### src/rtl/pb_cond_pkg.sv
// Shared types and helpers for the pushbutton conditioner: per-channel FSM states
// and the counter-width derivation.
package pb_cond_pkg;

    typedef enum logic [2:0] {
        IDLE,
        LOCK,
        HOLD,
        REPT,
        RLOCK
    } state_t;

    // Counter only ever reaches (terminal - 1), so clog2 of the largest terminal suffices.
    function automatic int unsigned cnt_width(input int unsigned a,
                                              input int unsigned b,
                                              input int unsigned c);
        int unsigned m;
        m = a;
        if (b > m) m = b;
        if (c > m) m = c;
        return (m < 2) ? 1 : $clog2(m);
    endfunction

endpackage

### src/rtl/pb_channel.sv
// One button channel: synchroniser, lockout/hold/repeat FSM and its shared counter.
// Input arrives already inverted so that 1 always means pressed.
module pb_channel
    import pb_cond_pkg::*;
#(
    parameter int unsigned SYNC_STAGES  = 3,
    parameter int unsigned LOCKOUT_CNT  = 15000000,
    parameter int unsigned REPEAT_DELAY = 25000000,
    parameter int unsigned REPEAT_RATE  = 5000000
) (
    input  logic clk,
    input  logic reset,
    input  logic din,
    input  logic rep_en,
    output logic level,
    output logic press_evt,
    output logic release_evt,
    output logic repeat_evt
);

    localparam int unsigned CNT_W = cnt_width(LOCKOUT_CNT, REPEAT_DELAY, REPEAT_RATE);
    localparam logic [CNT_W-1:0] LOCK_LAST  = CNT_W'(LOCKOUT_CNT - 1);
    localparam logic [CNT_W-1:0] DELAY_LAST = CNT_W'(REPEAT_DELAY - 1);
    localparam logic [CNT_W-1:0] RATE_LAST  = CNT_W'(REPEAT_RATE - 1);

    logic [SYNC_STAGES-1:0] sync_q;
    logic                   lvl_s;
    state_t                 state, next_state;
    logic [CNT_W-1:0]       cnt, next_cnt;
    logic                   level_nx, press_nx, release_nx, repeat_nx;

    assign lvl_s = sync_q[SYNC_STAGES-1];

    // State register; outputs are registered so every event is a clean single-cycle pulse.
    always_ff @(posedge clk) begin
        if (reset) begin
            sync_q      <= '0;
            state       <= IDLE;
            cnt         <= '0;
            level       <= 1'b0;
            press_evt   <= 1'b0;
            release_evt <= 1'b0;
            repeat_evt  <= 1'b0;
        end else begin
            // NOTE: non-blocking assignments so every flop samples pre-edge values.
            sync_q      <= {sync_q[SYNC_STAGES-2:0], din};
            state       <= next_state;
            cnt         <= next_cnt;
            level       <= level_nx;
            press_evt   <= press_nx;
            release_evt <= release_nx;
            repeat_evt  <= repeat_nx;
        end
    end

    always_comb begin
        // NOTE: defaults first so no path through the case leaves a latch behind.
        next_state = state;
        next_cnt   = cnt + CNT_W'(1);
        unique case (state)
            IDLE: begin
                next_cnt = '0;
                if (lvl_s) next_state = LOCK;
            end
            LOCK: begin
                if (cnt == LOCK_LAST) begin
                    next_cnt   = '0;
                    next_state = lvl_s ? HOLD : RLOCK;
                end
            end
            HOLD: begin
                if (!lvl_s) begin
                    next_cnt   = '0;
                    next_state = RLOCK;
                end else if (!rep_en) begin
                    next_cnt = '0;
                end else if (cnt == DELAY_LAST) begin
                    next_cnt   = '0;
                    next_state = REPT;
                end
            end
            REPT: begin
                if (!lvl_s) begin
                    next_cnt   = '0;
                    next_state = RLOCK;
                end else if (!rep_en) begin
                    next_cnt   = '0;
                    next_state = HOLD;
                end else if (cnt == RATE_LAST) begin
                    next_cnt = '0;
                end
            end
            RLOCK: begin
                if (cnt == LOCK_LAST) begin
                    next_cnt   = '0;
                    next_state = IDLE;
                end
            end
            default: begin
                next_cnt   = '0;
                next_state = IDLE;
            end
        endcase
    end

    // Event decode: each pulse marks the transition taken on this edge.
    always_comb begin
        press_nx   = 1'b0;
        release_nx = 1'b0;
        repeat_nx  = 1'b0;
        level_nx   = (next_state == LOCK) || (next_state == HOLD) || (next_state == REPT);
        unique case (state)
            IDLE:    press_nx   = lvl_s;
            LOCK:    release_nx = (cnt == LOCK_LAST) && !lvl_s;
            HOLD: begin
                release_nx = !lvl_s;
                repeat_nx  = lvl_s && rep_en && (cnt == DELAY_LAST);
            end
            REPT: begin
                release_nx = !lvl_s;
                repeat_nx  = lvl_s && rep_en && (cnt == RATE_LAST);
            end
            default: ;
        endcase
    end

endmodule

### src/rtl/pb_conditioner.sv
// N-channel pushbutton front end: applies the per-pin polarity mask and fans out
// one independent conditioning channel per button.
module pb_conditioner
    import pb_cond_pkg::*;
#(
    parameter int unsigned       N_CH         = 2,
    parameter int unsigned       SYNC_STAGES  = 3,
    parameter logic [N_CH-1:0]   INVERT_MASK  = {N_CH{1'b1}},
    parameter int unsigned       LOCKOUT_CNT  = 15000000,
    parameter int unsigned       REPEAT_DELAY = 25000000,
    parameter int unsigned       REPEAT_RATE  = 5000000
) (
    input  logic            clk,
    input  logic            reset,
    input  logic [N_CH-1:0] pb_raw,
    input  logic [N_CH-1:0] rep_en,
    output logic [N_CH-1:0] level,
    output logic [N_CH-1:0] press_evt,
    output logic [N_CH-1:0] release_evt,
    output logic [N_CH-1:0] repeat_evt
);

    for (genvar i = 0; i < N_CH; i++) begin : g_ch
        pb_channel #(
            .SYNC_STAGES (SYNC_STAGES),
            .LOCKOUT_CNT (LOCKOUT_CNT),
            .REPEAT_DELAY(REPEAT_DELAY),
            .REPEAT_RATE (REPEAT_RATE)
        ) u_ch (
            .clk        (clk),
            .reset      (reset),
            .din        (pb_raw[i] ^ INVERT_MASK[i]),
            .rep_en     (rep_en[i]),
            .level      (level[i]),
            .press_evt  (press_evt[i]),
            .release_evt(release_evt[i]),
            .repeat_evt (repeat_evt[i])
        );
    end

endmodule

### config.mk
export PLATFORM = sky130hd
export DESIGN_NAME = pb_conditioner
export DESIGN_NICKNAME = d
export VERILOG_FILES = /design/src/rtl/pb_cond_pkg.sv /design/src/rtl/pb_channel.sv /design/src/rtl/pb_conditioner.sv
export SDC_FILE = /design/constraint.sdc
export NUM_CORES = 1
export LEC_CHECK = 0
export CAP_MARGIN = 15
export CORE_UTILIZATION = 35
export DETAILED_ROUTE_END_ITERATION = 10
export PLACE_DENSITY = 0.54
export SETUP_SLACK_MARGIN = 0.4
export SYNTH_ARGS = -nofsm -noshare
export SYNTH_HDL_FRONTEND = slang
export SYNTH_HIERARCHICAL = 1
export SYNTH_SLANG_ARGS = --single-unit
### constraint.sdc
create_clock -name clk -period 2.52 [get_ports clk]
set_clock_uncertainty 0.1 [all_clocks]
set_input_delay 0.252 -clock clk [delete_from_list [all_inputs] [get_ports clk]]
set_output_delay 0.252 -clock clk [all_outputs]
set_load 0.05 [all_outputs]
* Word-level counts from Yosys, hierarchy flattened
Index checks and enable logic that the tools add are counted.
** Cells by class
- Equal/unequal tests :: 20
- Shift operators :: 0
- $add $sub $neg :: 2
- Divide/modulo/power cells :: 0
- Magnitude comparators :: 0
- Reductions and logical operators :: 22
- Multiplexer cells :: 40
- Multiply operators :: 0
- Bitwise logic cells :: 4
** Operator list (number)
- $mux 25 :: 14
- $pmux 25 s3 :: 2
- $mux 3 :: 18
- $add 25x1->25 const B :: 2
- $eq 25x23->1 const B :: 2
- $eq 25x24->1 const B :: 2
- $eq 25x25->1 const B :: 2
- $pmux 3 s5 :: 2
- $eq 3x2->1 const B :: 8
- $eq 3x1->1 const B :: 4
- $reduce_or 2->1 :: 6
- $logic_and 1x1->1 :: 8
- $pmux 1 s2 :: 4
- $eq 3x3->1 const B :: 2
- $logic_not 3->1 :: 2
- $logic_or 1x1->1 :: 4
- $not 1->1 :: 4
- $logic_not 1->1 :: 2
** Storage, ports and cells
- Bits in registers :: 70
- Bits in latches :: 0
- Memories kept :: 0
- Bits in writable memories :: 0
- Output and inout port bits :: 8
- ROM bits :: 0

* Depth between registers and ports, before layout
- Depth in word-level cells :: 8
- Depth in mapped cells :: 7

* Modules after synthesis
Netlist, hierarchy kept.
** Modules (own cells, without submodules)
- pb_channel :: sequential area each 700.7 um2, times used 2, cells an instance 189, area an instance 1640.3 um2
- pb_conditioner :: sequential area each 0.0 um2, times used 1, cells an instance 2, area an instance 7.5 um2

* Worst setup path after synthesis
Ideal clock, no wire load.
- Kind :: register to register
- Start :: register g_ch[0].u_ch.cnt[12]
- End :: register g_ch[0].u_ch.cnt[24]
- Data arrival time :: 1.754 ns
- Stages on the path, launching flop included :: 8
- Setup slack :: 0.551 ns
- Clock period less this slack :: 1.969 ns
- Cells stage by stage :: dfxtp_1 -> buf_6 -> or4_4 -> nor4_2 -> o211ai_1 -> a22oi_4 -> buf_6 -> nor2_1
** On the way
- Cells in the longest elaborated chain, start to end :: 5
- Elaborated cells between the ends (all ways) :: 12
- Those cells by class :: 1 x add/sub; 3 x eq/ne; 8 x mux
** RTL lines
- start, declared :: line pb_channel.sv:29 : logic [CNT_W-1:0] cnt, next_cnt;
- start signal, assigned :: line pb_channel.sv:48 : cnt <= next_cnt;
- $add 25x1->25 (tied with other cells) :: line pb_channel.sv:59 : next_cnt = cnt + CNT_W'(1);
- $mux 25, on equally long branches :: line pb_channel.sv:89, pb_channel.sv:77
- $mux 25, on equally long branches :: line pb_channel.sv:86, pb_channel.sv:75
- $mux 25, on equally long branches :: line pb_channel.sv:83, pb_channel.sv:72
- $pmux 25 s3 * :: line pb_channel.sv:60 : unique case (state)
Every way passes the cells marked *; elsewhere a longest branch is shown, timed or not.
A chain may end at the register's enable or synchronous reset.

* Worst setup path after layout
- Start :: register g_ch[1].u_ch.cnt[16]
- End :: register g_ch[1].u_ch.cnt[3]
** On the way
- Cells in the longest elaborated chain, start to end :: 5
- Elaborated cells between the ends (all ways) :: 11
- Those cells by class :: 3 x eq/ne; 8 x mux
** RTL lines (line)
- start, declared :: pb_channel.sv:29
- start signal, assigned :: pb_channel.sv:48
- $eq 25x23->1 / $eq 25x25->1 (equally long branches) :: pb_channel.sv:89, pb_channel.sv:77
- $mux 25, on equally long branches :: pb_channel.sv:89, pb_channel.sv:77
- $mux 25, on equally long branches :: pb_channel.sv:86, pb_channel.sv:75
- $mux 25, on equally long branches :: pb_channel.sv:83, pb_channel.sv:72
- $pmux 25 s3 * :: pb_channel.sv:60
Marked as above.

==> flow_summary.json <==
{
  "grt_pass1_wl_um": 12000,
  "hold_ws_ns": 0.336,
  "start_util": 0.359,
  "syn_area_per_cell_um2": 8.65,
  "synthMuxAreaShare": 0,
  "core_area_um2": 9150,
  "htree_levels": 3,
  "antenna_left": 0,
  "path_max_fanout": 6,
  "die_h_um": 98.9,
  "critical_path.startpoint_type": "flop",
  "setup_violations": 0,
  "fmax_ghz": 0.488,
  "rsz0062_at_grt": "true",
  "drv_cap": 0,
  "synth_simple_gate_area_frac": 0.352,
  "yosys.area_share.adder": 0.00761,
  "synth_xor_area_frac": 0.128,
  "peakVddDrop_mv": 0.274,
  "avgRoutedWirePerCell_um": 14.2,
  "syn_nets": 388,
  "num_antenna_cells": 0,
  "routed_wl_um": 7330,
  "fillCellCount": 904,
  "clock_latency_ns": 0.35,
  "leakagePower_nw": 1.17,
  "path_class": "flop to flop",
  "synth-compound-area-share": 0.0487,
  "crit-reg2reg-launch": "g_ch[1].u_ch/cnt[16]$_SDFF_PP0_",
  "critPathLaunch": "g_ch[1].u_ch/cnt[16]$_SDFF_PP0_",
  "clk_path_buf_depth": 2,
  "die_area_um2": 9790,
  "final-seq-area_um2": 1410,
  "required_ns": 2.66,
  "switchingPower_uw": 484,
  "final_common_cell": "nor2_1",
  "min_path_cells": 1,
  "drt_iter0_drc": 161,
  "regToRegEndpoint": "g_ch[1].u_ch/cnt[3]$_SDFF_PP0_",
  "worstSetupEndpoint": "g_ch[1].u_ch/cnt[3]$_SDFF_PP0_",
  "holdBufCountCts": 0,
  "pwr-share-seq": 0.537,
  "final_nets": 410,
  "synth_top_cell_by_area": "dfxtp_1",
  "io_buffers": 13,
  "worst_pin_slew_ns": 0.653,
  "multi_input_area_um2": 1850,
  "place.gp.congestion": 0.841,
  "hpwl_um": 4860,
  "routed-via-count": 2734,
  "drive_gt1_frac": 0.147,
  "cp-end-kind": "flop",
  "min_period_ns": 2.05,
  "synth_top_family_by_area": "simple AND/OR/NAND/NOR gates",
  "synth_async_sr_flop_share": 0,
  "synth_edf_count": 0,
  "crit_chain": "or4_4 > nor4_4 > o211ai_1 > a22oi_4 > clkbuf_16 > nor2_1",
  "clkPwrFrac": 0.441,
  "cts_tree": "done",
  "row_count": 35,
  "yosysSeqAreaShare": 0.426,
  "grt_pass1_vias": 2518,
  "numCtsBuffers": 9,
  "fin_tns_setup_ns": 0,
  "syn_area_um2": 3290,
  "cp_slowest_cell": "or4_4",
  "critical_path_arrival_ns": 2.19,
  "reg2reg_slack_ns": 0.47,
  "synth.area.top_cells": "dfxtp_1 (43%), xnor2_1 (8.5%), nor2_1 (7.8%)",
  "final_cell_mix": "nor2_1 (67), dfxtp_1 (65), xnor2_1 (32)",
  "grt_overflow": 0,
  "p_comb_frac": 0.022,
  "p_int_mw": 1.59,
  "post-route-period-util": 0.813,
  "grt_max_degree": 26,
  "yosysWarnings": 6,
  "ioPinCount": 14,
  "switching_share": 0.233,
  "hold_viol": 0,
  "ys_types": 33,
  "vias_per_cell": 5.28,
  "cts_sinks": 70,
  "drc": 0,
  "synth_ff_type": "dfxtp_1",
  "slew_headroom": 0.561,
  "syn-instance-count": 380,
  "areaGrowthSynthToFinish_pct": 18.5,
  "root_buffer": "clkbuf_8",
  "dr.pass1.iters": 5,
  "clk_pin_slew_ns": 0.08,
  "die_w_um": 98.9,
  "antenna_found_initial": 0,
  "r2r_cells": 6,
  "hp-class": "flop to flop",
  "slowest_delay_ns": 0.54,
  "grt_util_all_layers": 0.154,
  "pwr_density_cell_nw_per_um2": 533,
  "ys_ff_latch": 70,
  "drv_slew": 0,
  "status": "finished, final reports clean",
  "synth_top_area_share": 0.426
}
area by class of cell:
class,instances,area share
Clock buffer,10,0.0328
Clock inverter,6,0.0180
Inverter,4,0.00385
Multi-Input combinational cell,290,0.475
Sequential cell,70,0.363
Tap cell,111,0.0356
Timing Repair Buffer,27,0.0723
worst min path at each step:
stage                                      startpoint                                end  slack, ns
floorplan                                       reset   g_ch[0].u_ch/state[2]$_SDFF_PP0_       0.22
global placement    g_ch[1].u_ch/sync_q[1]$_SDFF_PP0_  g_ch[1].u_ch/sync_q[2]$_SDFF_PP0_       0.32
detailed placement  g_ch[1].u_ch/sync_q[1]$_SDFF_PP0_  g_ch[1].u_ch/sync_q[2]$_SDFF_PP0_       0.33
CTS                 g_ch[1].u_ch/sync_q[0]$_SDFF_PP0_  g_ch[1].u_ch/sync_q[1]$_SDFF_PP0_       0.34
global route        g_ch[1].u_ch/sync_q[1]$_SDFF_PP0_  g_ch[1].u_ch/sync_q[2]$_SDFF_PP0_       0.36
finish              g_ch[1].u_ch/sync_q[0]$_SDFF_PP0_  g_ch[1].u_ch/sync_q[1]$_SDFF_PP0_       0.34
routing by layer:
layer / vias to the layer above / GRT usage / part of all wire
met5: - / 0 / 0
met4: 0 / 0.0620 / 0.011
met3: 9 / 0.0319 / 0.035
met2: 47 / 0.227 / 0.45
met1: 1303 / 0.218 / 0.50
li1: 1375 / - / -
state kept, by name (all words and copies together), names as in the netlist:
| signal | count |
|---|---|
| g_ch.u_ch/sync_q | 6 |
| g_ch.u_ch/repeat_evt | 2 |
| g_ch.u_ch/state | 6 |
| g_ch.u_ch/level | 2 |
| g_ch.u_ch/cnt | 50 |
| g_ch.u_ch/press_evt | 2 |
| g_ch.u_ch/release_evt | 2 |
power by group through the flow:
stage | logic [mW] | clock network (mW) | registers [mW]
after floorplan | 0.0200 | 0 | 1.15
after global placement | 0.0412 | 0 | 1.14
after detailed placement | 0.0412 | 0 | 1.14
after CTS | 0.0417 | 0.946 | 1.12
after global routing | 0.0488 | 0.994 | 1.12
final | 0.0448 | 0.917 | 1.12
metrics by stage:
step,power (mW),instance area (um^2),utilization,instances,setup WS [ns]
global placement,1.19,3510,0.384,495,0.338
CTS,2.11,3720,0.407,511,0.420
finish,2.08,3900,0.426,518,0.472
global route,2.16,3900,0.426,518,0.384
floorplan,1.17,3290,-,380,0.551
detailed placement,1.19,3510,0.384,495,0.242
critical path: cells and delay by family (launching register included):
| kind | cells | cell delay (ns) |
|---|---|---|
| simple gates | 3 | 0.80 |
| compound gates | 2 | 0.48 |
| flops | 1 | 0.35 |
| buf+inv | 1 | 0.21 |
synth_stat cells (all sizes together), types with 4 or more instances:
cell,number
nand4b,8
and3,8
nor2b,10
nand4,14
nor2,68
buf,8
nand2,28
and2,4
xnor2,32
a21oi,4
nor3,16
inv,4
o211ai,4
dfxtp,70
xor2,16
or2,6
or3,4
clkbuf,8
nor4,24
nand3,22
kinds of logic after synthesis:
group           Yosys count
simple gates            222
buf+inv                  20
xor+xnor                 48
flops                    70
fa+ha+maj                 2
compound gates           18
what timing repair did:
item | CTS | global route
pin swaps | 0 | 7
cloned | 0 | 2
endpoints found under the setup margin | 26 | 54
setup buffers | 0 | 5
gates resized for setup | 2 | 22
No activity file was read; power rests on OpenSTA's default activity.
